File: src/rtl/count_seq_pkg.sv
// rtl/count_seq_pkg.sv - shared state encoding and direction constants for the count sequencer
package count_seq_pkg;

    // Sequencer phases: waiting for a command, stepping, one-cycle completion
    typedef enum logic [1:0] {
        IDLE = 2'd0,
        RUN  = 2'd1,
        DONE = 2'd2
    } seq_state_e;

    // Direction encoding shared by the command field and the step counter
    localparam logic DIR_UP   = 1'b0;
    localparam logic DIR_DOWN = 1'b1;

endpackage

File: src/rtl/seq_step_counter.sv
// rtl/seq_step_counter.sv - WIDTH-bit wrap-around up/down counter with load, enable and direction
module seq_step_counter
    import count_seq_pkg::*;
#(
    parameter int WIDTH = 2
) (
    input  logic             clk,
    input  logic             reset,
    input  logic             load_i,
    input  logic [WIDTH-1:0] load_val_i,
    input  logic             en_i,
    input  logic             dir_i,
    output logic [WIDTH-1:0] count_o
);

    logic [WIDTH-1:0] count_q;
    logic [WIDTH-1:0] count_d;

    // Load has priority over stepping; WIDTH-bit arithmetic provides the wrap
    always_comb begin
        count_d = count_q;
        if (load_i) begin
            count_d = load_val_i;
        end else if (en_i) begin
            if (dir_i == DIR_DOWN) begin
                count_d = count_q - {{(WIDTH-1){1'b0}}, 1'b1};
            end else begin
                count_d = count_q + {{(WIDTH-1){1'b0}}, 1'b1};
            end
        end
    end

    // Count register, cleared asynchronously
    always_ff @(posedge clk or posedge reset) begin
        if (reset) begin
            count_q <= '0;
        end else begin
            count_q <= count_d;
        end
    end

    assign count_o = count_q;

endmodule

File: src/rtl/count_sequencer.sv
// rtl/count_sequencer.sv - command-driven burst sequencer for the wrap counter; optional COUNT_SEQ_HOLD_EN adds a hold input
module count_sequencer
    import count_seq_pkg::*;
#(
    parameter int WIDTH = 2,
    parameter int LEN_W = 8
) (
    input  logic             clk,
    input  logic             reset,
`ifdef COUNT_SEQ_HOLD_EN
    input  logic             hold,
`endif
    input  logic             cmd_valid,
    output logic             cmd_ready,
    input  logic [WIDTH-1:0] cmd_start,
    input  logic [LEN_W-1:0] cmd_len,
    input  logic             cmd_dir,
    input  logic             abort,
    output logic [WIDTH-1:0] count,
    output logic             step_en,
    output logic             busy,
    output logic             done,
    output logic             aborted
);

    localparam logic [LEN_W-1:0] LEN_ONE = {{(LEN_W-1){1'b0}}, 1'b1};

    seq_state_e       state_q;
    seq_state_e       state_d;
    logic [LEN_W-1:0] remaining_q;
    logic [LEN_W-1:0] remaining_d;
    logic             dir_q;
    logic             dir_d;
    logic             aborted_q;
    logic             aborted_d;

    logic             hold_w;
    logic             accept;
    logic             advance;
    logic             in_run;

`ifdef COUNT_SEQ_HOLD_EN
    assign hold_w = hold;
`else
    assign hold_w = 1'b0;
`endif

    assign in_run  = (state_q == RUN);
    assign accept  = cmd_valid && (state_q == IDLE);
    // Abort wins over both hold and the final step: no movement on that edge
    assign advance = in_run && !abort && !hold_w;

    // State register
    always_ff @(posedge clk or posedge reset) begin
        if (reset) begin
            state_q <= IDLE;
        end else begin
            state_q <= state_d;
        end
    end

    // Next-state: zero-length jobs skip RUN; the last step or an abort lands in DONE
    always_comb begin
        state_d = state_q;
        case (state_q)
            IDLE: begin
                if (accept) begin
                    state_d = (cmd_len != '0) ? RUN : DONE;
                end
            end
            RUN: begin
                if (abort) begin
                    state_d = DONE;
                end else if (!hold_w && (remaining_q == LEN_ONE)) begin
                    state_d = DONE;
                end
            end
            DONE: begin
                state_d = IDLE;
            end
            default: begin
                state_d = IDLE;
            end
        endcase
    end

    // Outputs decoded purely from the current state (plus hold for step_en)
    always_comb begin
        cmd_ready = 1'b0;
        busy      = 1'b0;
        done      = 1'b0;
        step_en   = 1'b0;
        case (state_q)
            IDLE: begin
                cmd_ready = 1'b1;
            end
            RUN: begin
                busy    = 1'b1;
                step_en = !hold_w;
            end
            DONE: begin
                busy = 1'b1;
                done = 1'b1;
            end
            default: begin
                cmd_ready = 1'b0;
            end
        endcase
    end

    // Job bookkeeping: steps left, latched direction, abort flag
    always_comb begin
        remaining_d = remaining_q;
        dir_d       = dir_q;
        aborted_d   = aborted_q;
        if (accept) begin
            remaining_d = cmd_len;
            dir_d       = cmd_dir;
            aborted_d   = 1'b0;
        end else if (in_run && abort) begin
            aborted_d = 1'b1;
        end else if (advance) begin
            remaining_d = remaining_q - LEN_ONE;
        end
    end

    // Job bookkeeping registers
    always_ff @(posedge clk or posedge reset) begin
        if (reset) begin
            remaining_q <= '0;
            dir_q       <= DIR_UP;
            aborted_q   <= 1'b0;
        end else begin
            remaining_q <= remaining_d;
            dir_q       <= dir_d;
            aborted_q   <= aborted_d;
        end
    end

    assign aborted = aborted_q;

    seq_step_counter #(
        .WIDTH (WIDTH)
    ) u_counter (
        .clk        (clk),
        .reset      (reset),
        .load_i     (accept),
        .load_val_i (cmd_start),
        .en_i       (advance),
        .dir_i      (dir_q),
        .count_o    (count)
    );

endmodule

File: config.mk
export PLATFORM = sky130hd
export DESIGN_NAME = count_sequencer
export DESIGN_NICKNAME = d
export VERILOG_FILES = /design/src/rtl/count_seq_pkg.sv /design/src/rtl/seq_step_counter.sv /design/src/rtl/count_sequencer.sv
export SDC_FILE = /design/constraint.sdc
export NUM_CORES = 1
export LEC_CHECK = 0
export CAP_MARGIN = 30
export CORE_ASPECT_RATIO = 1.4
export CORE_MARGIN = 3
export CORE_UTILIZATION = 30
export DETAILED_ROUTE_END_ITERATION = 8
export DONT_BUFFER_PORTS = 1
export GPL_TIMING_DRIVEN = 0
export HOLD_SLACK_MARGIN = 0.15
export PLACE_DENSITY = 0.55
export SLEW_MARGIN = 20
export SYNTH_ARGS = -nofsm -noshare
export SYNTH_HDL_FRONTEND = slang
export SYNTH_HIERARCHICAL = 1
export SYNTH_SLANG_ARGS = --single-unit
File: constraint.sdc
create_clock -name clk -period 2.5 [get_ports clk]
set_clock_uncertainty 0.15 [all_clocks]
set_input_delay 0.5 -clock clk [delete_from_list [all_inputs] [get_ports clk]]
set_output_delay 0.5 -clock clk [all_outputs]
set_load 0.01 [all_outputs]
# --- Yosys cells after proc, flatten, opt, wreduce, memory -nomap -nowiden ---
# Index checks and enable logic that the tools add are counted.
classes:
  reduce_logical: 11
  n_eq_ne: 6
  addsub: 3
  n_mux: 17
ops:
  columns: ["cell", "n"]
  rows:
  - ["$mux W8", 3]
  - ["$mux W2", 7]
  - ["$eq A8 B1 Y1 const B", 1]
  - ["$reduce_bool A8 Y1", 1]
  - ["$sub A8 B1 Y8 const B", 1]
  - ["$mux W1", 6]
  - ["$ne A2 B2 Y1 const B", 2]
  - ["$pmux W2 S2", 1]
  - ["$reduce_and A2 Y1", 2]
  - ["$reduce_bool A2 Y1", 2]
  - ["$logic_and A1 B1 Y1", 3]
  - ["$ne A3 B2 Y1 const B", 1]
  - ["$add A2 B1 Y2 const B", 1]
  - ["$eq A2 B1 Y1 const B", 1]
  - ["$eq A2 B2 Y1 const B", 1]
  - ["$logic_not A2 Y1", 1]
  - ["$reduce_or A2 Y1", 1]
  - ["$sub A2 B1 Y2 const B", 1]
  - ["$logic_not A1 Y1", 1]
totals:
  register_bits: 14
  inputBits: 15
  output_inout_bits: 7
  wordCells: 42

# --- Longest topological paths before layout ---
logic_depth:
  ltp_word: 5
  depth_mapped: 7
  mapped_depth_nobuf: 7

# --- Modules after synthesis ---
# Netlist, hierarchy kept.
by_module_without_submodules:
  columns: ["mod", "area_each_um2", "instances", "cells_each", "seq_area_each_um2"]
  rows:
  - ["count_sequencer", 737.0, 1, 81, 300.3]
  - ["seq_step_counter", 116.4, 1, 12, 50.0]

# --- Worst setup path before layout ---
# No wires, ideal clock.
synth_timing:
  path_type: "register to register"
  startpoint: "register state_q[1]"
  endpoint: "register remaining_q[7]"
  synth_period_minus_slack_ns: 2.091
  setup_ns: 0.082
  t_arrival_ns: 1.859
  setup_slack_ns: 0.409
  required_time_ns: 2.268
  stages_incl_launch_ff: 6
  n_path_buf: 0
  path_cell_list: "dfrtp_1 inv_1 ha_1 or4b_4 or4_1 a31oi_1"
synth_via:
  elab_chain_len: 4
  elab_cells_between_ends: 9
  classes_between: "2 x eq/ne; 1 x mux; 6 x reduce/logical"
synth_rtl:
  columns: ["item", "line_no", "rtl"]
  rows:
  - ["from (decl)", "count_sequencer.sv:28", "seq_state_e state_q;"]
  - ["from (signal assigned)", "count_sequencer.sv:58", "state_q <= state_d;"]
  - ["$eq A2 B1 Y1 / $logic_not A2 Y1 (equally long branches)", "count_sequencer.sv:48, count_sequencer.sv:49", null]
  - ["$logic_and A1 B1 Y1 (on tied branches)", "count_sequencer.sv:120, count_sequencer.sv:49, count_sequencer.sv:51", null]
  - ["$ne A2 B2 Y1 (no line) / $reduce_bool A2 Y1 (equally long branches)", null, null]
  - ["$reduce_and A2 Y1 (no line)", null, null]
  - ["to (signal assigned)", "count_sequencer.sv:134", "remaining_q <= remaining_d;"]
  - ["to (decl)", "count_sequencer.sv:30", "logic [LEN_W-1:0] remaining_q;"]
# Several ways; a longest one is shown, not always the timed one.
# A chain may end at the register's enable or synchronous reset.

# --- Worst setup path after layout ---
layout_timing:
  startpoint: "register state_q[1]"
  endpoint: "register remaining_q[5]"
# The elaborated chain is that of the path after synthesis.

==> results.md <==
- Most frequent cells in the layout: 14 x dfrtp_1, 9 x nand2_1, 8 x nor2_1
- WP data arrival: around 2400 ps
- Row count: 22
- Status: finished, final reports clean
- Avg Cell Area, Syn: between 9 and 10 sq um
- TritonRoute pass-1 iters: 2
- Crit path required time: approximately 2600 ps
- Post-CTS Hold Buffers: 1
- Overall Global Routing Usage: 11.9%
- DR DRC count: 0
- Initial Utilization: between 30% and 40%
- CP startpoint kind: flip-flop
- Congestion Overflow GR: 0
- Setup Crit Path Kind: reg -> reg
- M3 GR Usage: 2.59%
- Fmax: 436 MHz
- Fraction of layout cells with a size suffix above 1: under 10%
- Synth unique cells: 31
- IO Pins: 22
- Routability cong.: approximately 0.70
- CTS root buffer: clkbuf_4
- Main combinational cell family by area after synthesis: simple AND/OR/NAND/NOR gates
- Simple-gate share of the synthesized area: about a quarter
- Dpl hpwl: about 1500 microns
- Nets: roughly 120
- CTS Buffer Depth: 2
- Post-Synth XOR/XNOR Area: roughly 4.1%
- CTS tree: built
- Peak supply drop: around 440 uV
- Diode count: 0
- R2R setup slack: just over 200 ps
- Dpl ws: 204 ps
- Crit. End Element: flip-flop
- HP Class: in -> reg
- Total Power: about 1.0 mW
- Die width: 51.1 microns
- DRT iter0 DRCs: 4
- Setup bufs post-CTS: 0
- MaxCap Viol Count: 0
- Relative slew slack: around two thirds
- Synth Warn #: 6
- Mapped Nets: approximately 110
- Via/cell ratio: 5.27
- Skew-Pair Late Insertion Delay: about 280 ps
- Yosys reg bits: 14
- Sink Count: 14
- Input/output buffers: 0
- Post-synthesis cell count: 93
- Initial antenna violation count: 0
- Crit path from: state_q[1]$_DFFE_PP0P_
- Fill cell total of the finished layout: 298
- Die area: around 0.0035 sq mm
- Final core occ: 34.9%
- Core area: between 0.002 and 0.003 sq mm
- Busiest grt layer: met2
- Sequential cell area fraction in the yosys report: ~40%
- Period utilisation layout: ~92%
- Post-DR wirelength/cell: 14.2 microns
- Synthesized area: between 800 and 900 sq um
- Post-CTS sizing: 0
- GRT met2 Usage: 19.7%
- Post-synthesis adder-cell area fraction: ~7.3%
- Final WS setup: between 200 and 250 ps
- Mux cell area share after synthesis: 1.32%
- TritonCTS Buffers: 3
- Antenna Nets Post-Route: 0
- Leakage: around 0.37 nW
- Post-synthesis compound-gate area fraction: 17.2%
- Clock transition at path regs: 80 ps
- Worst Path Max Fanout: 7
- Synthesis-to-finish area growth: 9.09%
- Number of global-route vias before repair: 770
- Routed vias: 701
- Detailed Route WL: 1880 microns
- Hold Startpoint: cmd_dir
- RSZ-0062 raised after global routing: no
- Fin crit period: ~2300 ps
- Post-route setup TNS: 0 ps
- PD cells: around 1100 mW/mm^2
- Commonest non-fill, non-tap cell in the layout: dfrtp_1
- R2R Path Start: state_q[1]$_DFFE_PP0P_
- Final hold vios: 0
- Die height: about 70 microns
- First-pass GRT wire length: between 3000 and 4000 microns
- Final setup fails: 0
- Slew Limit Fails: 0
- Largest net degree at the start of global routing: 15
- GR Util met1: between 10% and 20%
- Slew of the pin with the lowest slew margin: roughly 470 ps
- H-tree Lvls: 1
==> layout make-up <==
| cell class | instances | area [sq um] | area share (%) |
|---|---|---|---|
| Multi-Input combinational cell | 69 | 465 | 50.0 |
| Sequential cell | 14 | 350 | 37.6 |
| Tap cell | 36 | 45.0 | 4.84 |
| Inverter | 8 | 30.0 | 3.23 |
| Clock buffer | 3 | 22.5 | 2.42 |
| Timing Repair Buffer | 1 | 10.0 | 1.08 |
| Buffer | 2 | 7.51 | 0.806 |
==> logic make-up after synthesis <==
group | Yosys count
simple gates | 36
compound gates | 23
flops | 14
buf+inv | 10
fa+ha+maj | 5
xor+xnor | 4
mux | 1
==> cell usage after synthesis (all sizes together) <==
| master | instances | area, sq um |
|---|---|---|
| inv | 7 | 26.3 |
| dfrtp | 14 | 350 |
| o221ai | 1 | 8.76 |
| a21oi | 3 | 15.0 |
| o31ai | 2 | 15.0 |
| xnor2 | 3 | 26.3 |
| nand2 | 9 | 33.8 |
| nor2 | 8 | 30.0 |
| or4 | 4 | 32.5 |
| nand2b | 3 | 18.8 |
| o21ai | 6 | 30.0 |
| mux2 | 1 | 11.3 |
| clkinv | 1 | 3.75 |
| ha | 5 | 62.6 |
| o22ai | 1 | 6.26 |
| nor4 | 3 | 18.8 |
| nor3b | 1 | 7.51 |
| or4b | 2 | 23.8 |
| a21o | 1 | 7.51 |
| a31oi | 6 | 37.5 |
| xor2 | 1 | 8.76 |
| nand3b | 3 | 22.5 |
| clkbuf | 2 | 7.51 |
| or3 | 2 | 13.8 |
| a311o | 1 | 10.0 |
| o41ai | 1 | 8.76 |
| a211oi | 1 | 7.51 |
| nor4b | 1 | 8.76 |
==> layer usage <==
metal	share of wire [%]	wire, microns
met1	42	794
met2	49	928
met3	7.4	140
met4	1.0	19
met5	0	0
==> through the flow <==
stage	instance area [sq um]	instances	hold slack [ps]
final	931	133	172
after global routing	931	133	185
after CTS	931	133	170
after detailed placement	898	129	104
after global placement	898	129	102
after floorplan	853	93	91.2
==> state kept, by name, indices dropped and copies added, names as in the netlist <==
name / cells
u_counter/count_o: 2
aborted: 1
dir_q: 1
state_q: 2
remaining_q: 8
==> power by group <==
part	leakage, nW	total, mW	switching, mW	internal, mW
clock	0.0138	0.130	0.0740	0.0559
sequential	0.166	0.457	0.120	0.336
combinational	0.188	0.460	0.263	0.197
==> worst max-delay path: stages (launching register included) <==
cell     delay [ps]
dfrtp_1         400
inv_1           110
ha_1            350
or4b_4          550
or4b_1          480
a31oi_1         190
==> path summary, 6_finish.rpt <==
kind / end / cells past startpoint
setup / recovery: remaining_q[5]$_DFFE_PP0P_ / 5
hold / removal: dir_q$_DFFE_PP0P_ / 2
setup reg to reg: remaining_q[5]$_DFFE_PP0P_ / 5
hold reg to reg: dir_q$_DFFE_PP0P_ / 2
max in group asynchronous: aborted$_DFFE_PP0P_ / 2
min in group asynchronous: u_counter/count_o[0]$_DFFE_PP0P_ / 2
Note: power is estimated with default switching activity, not from simulation.
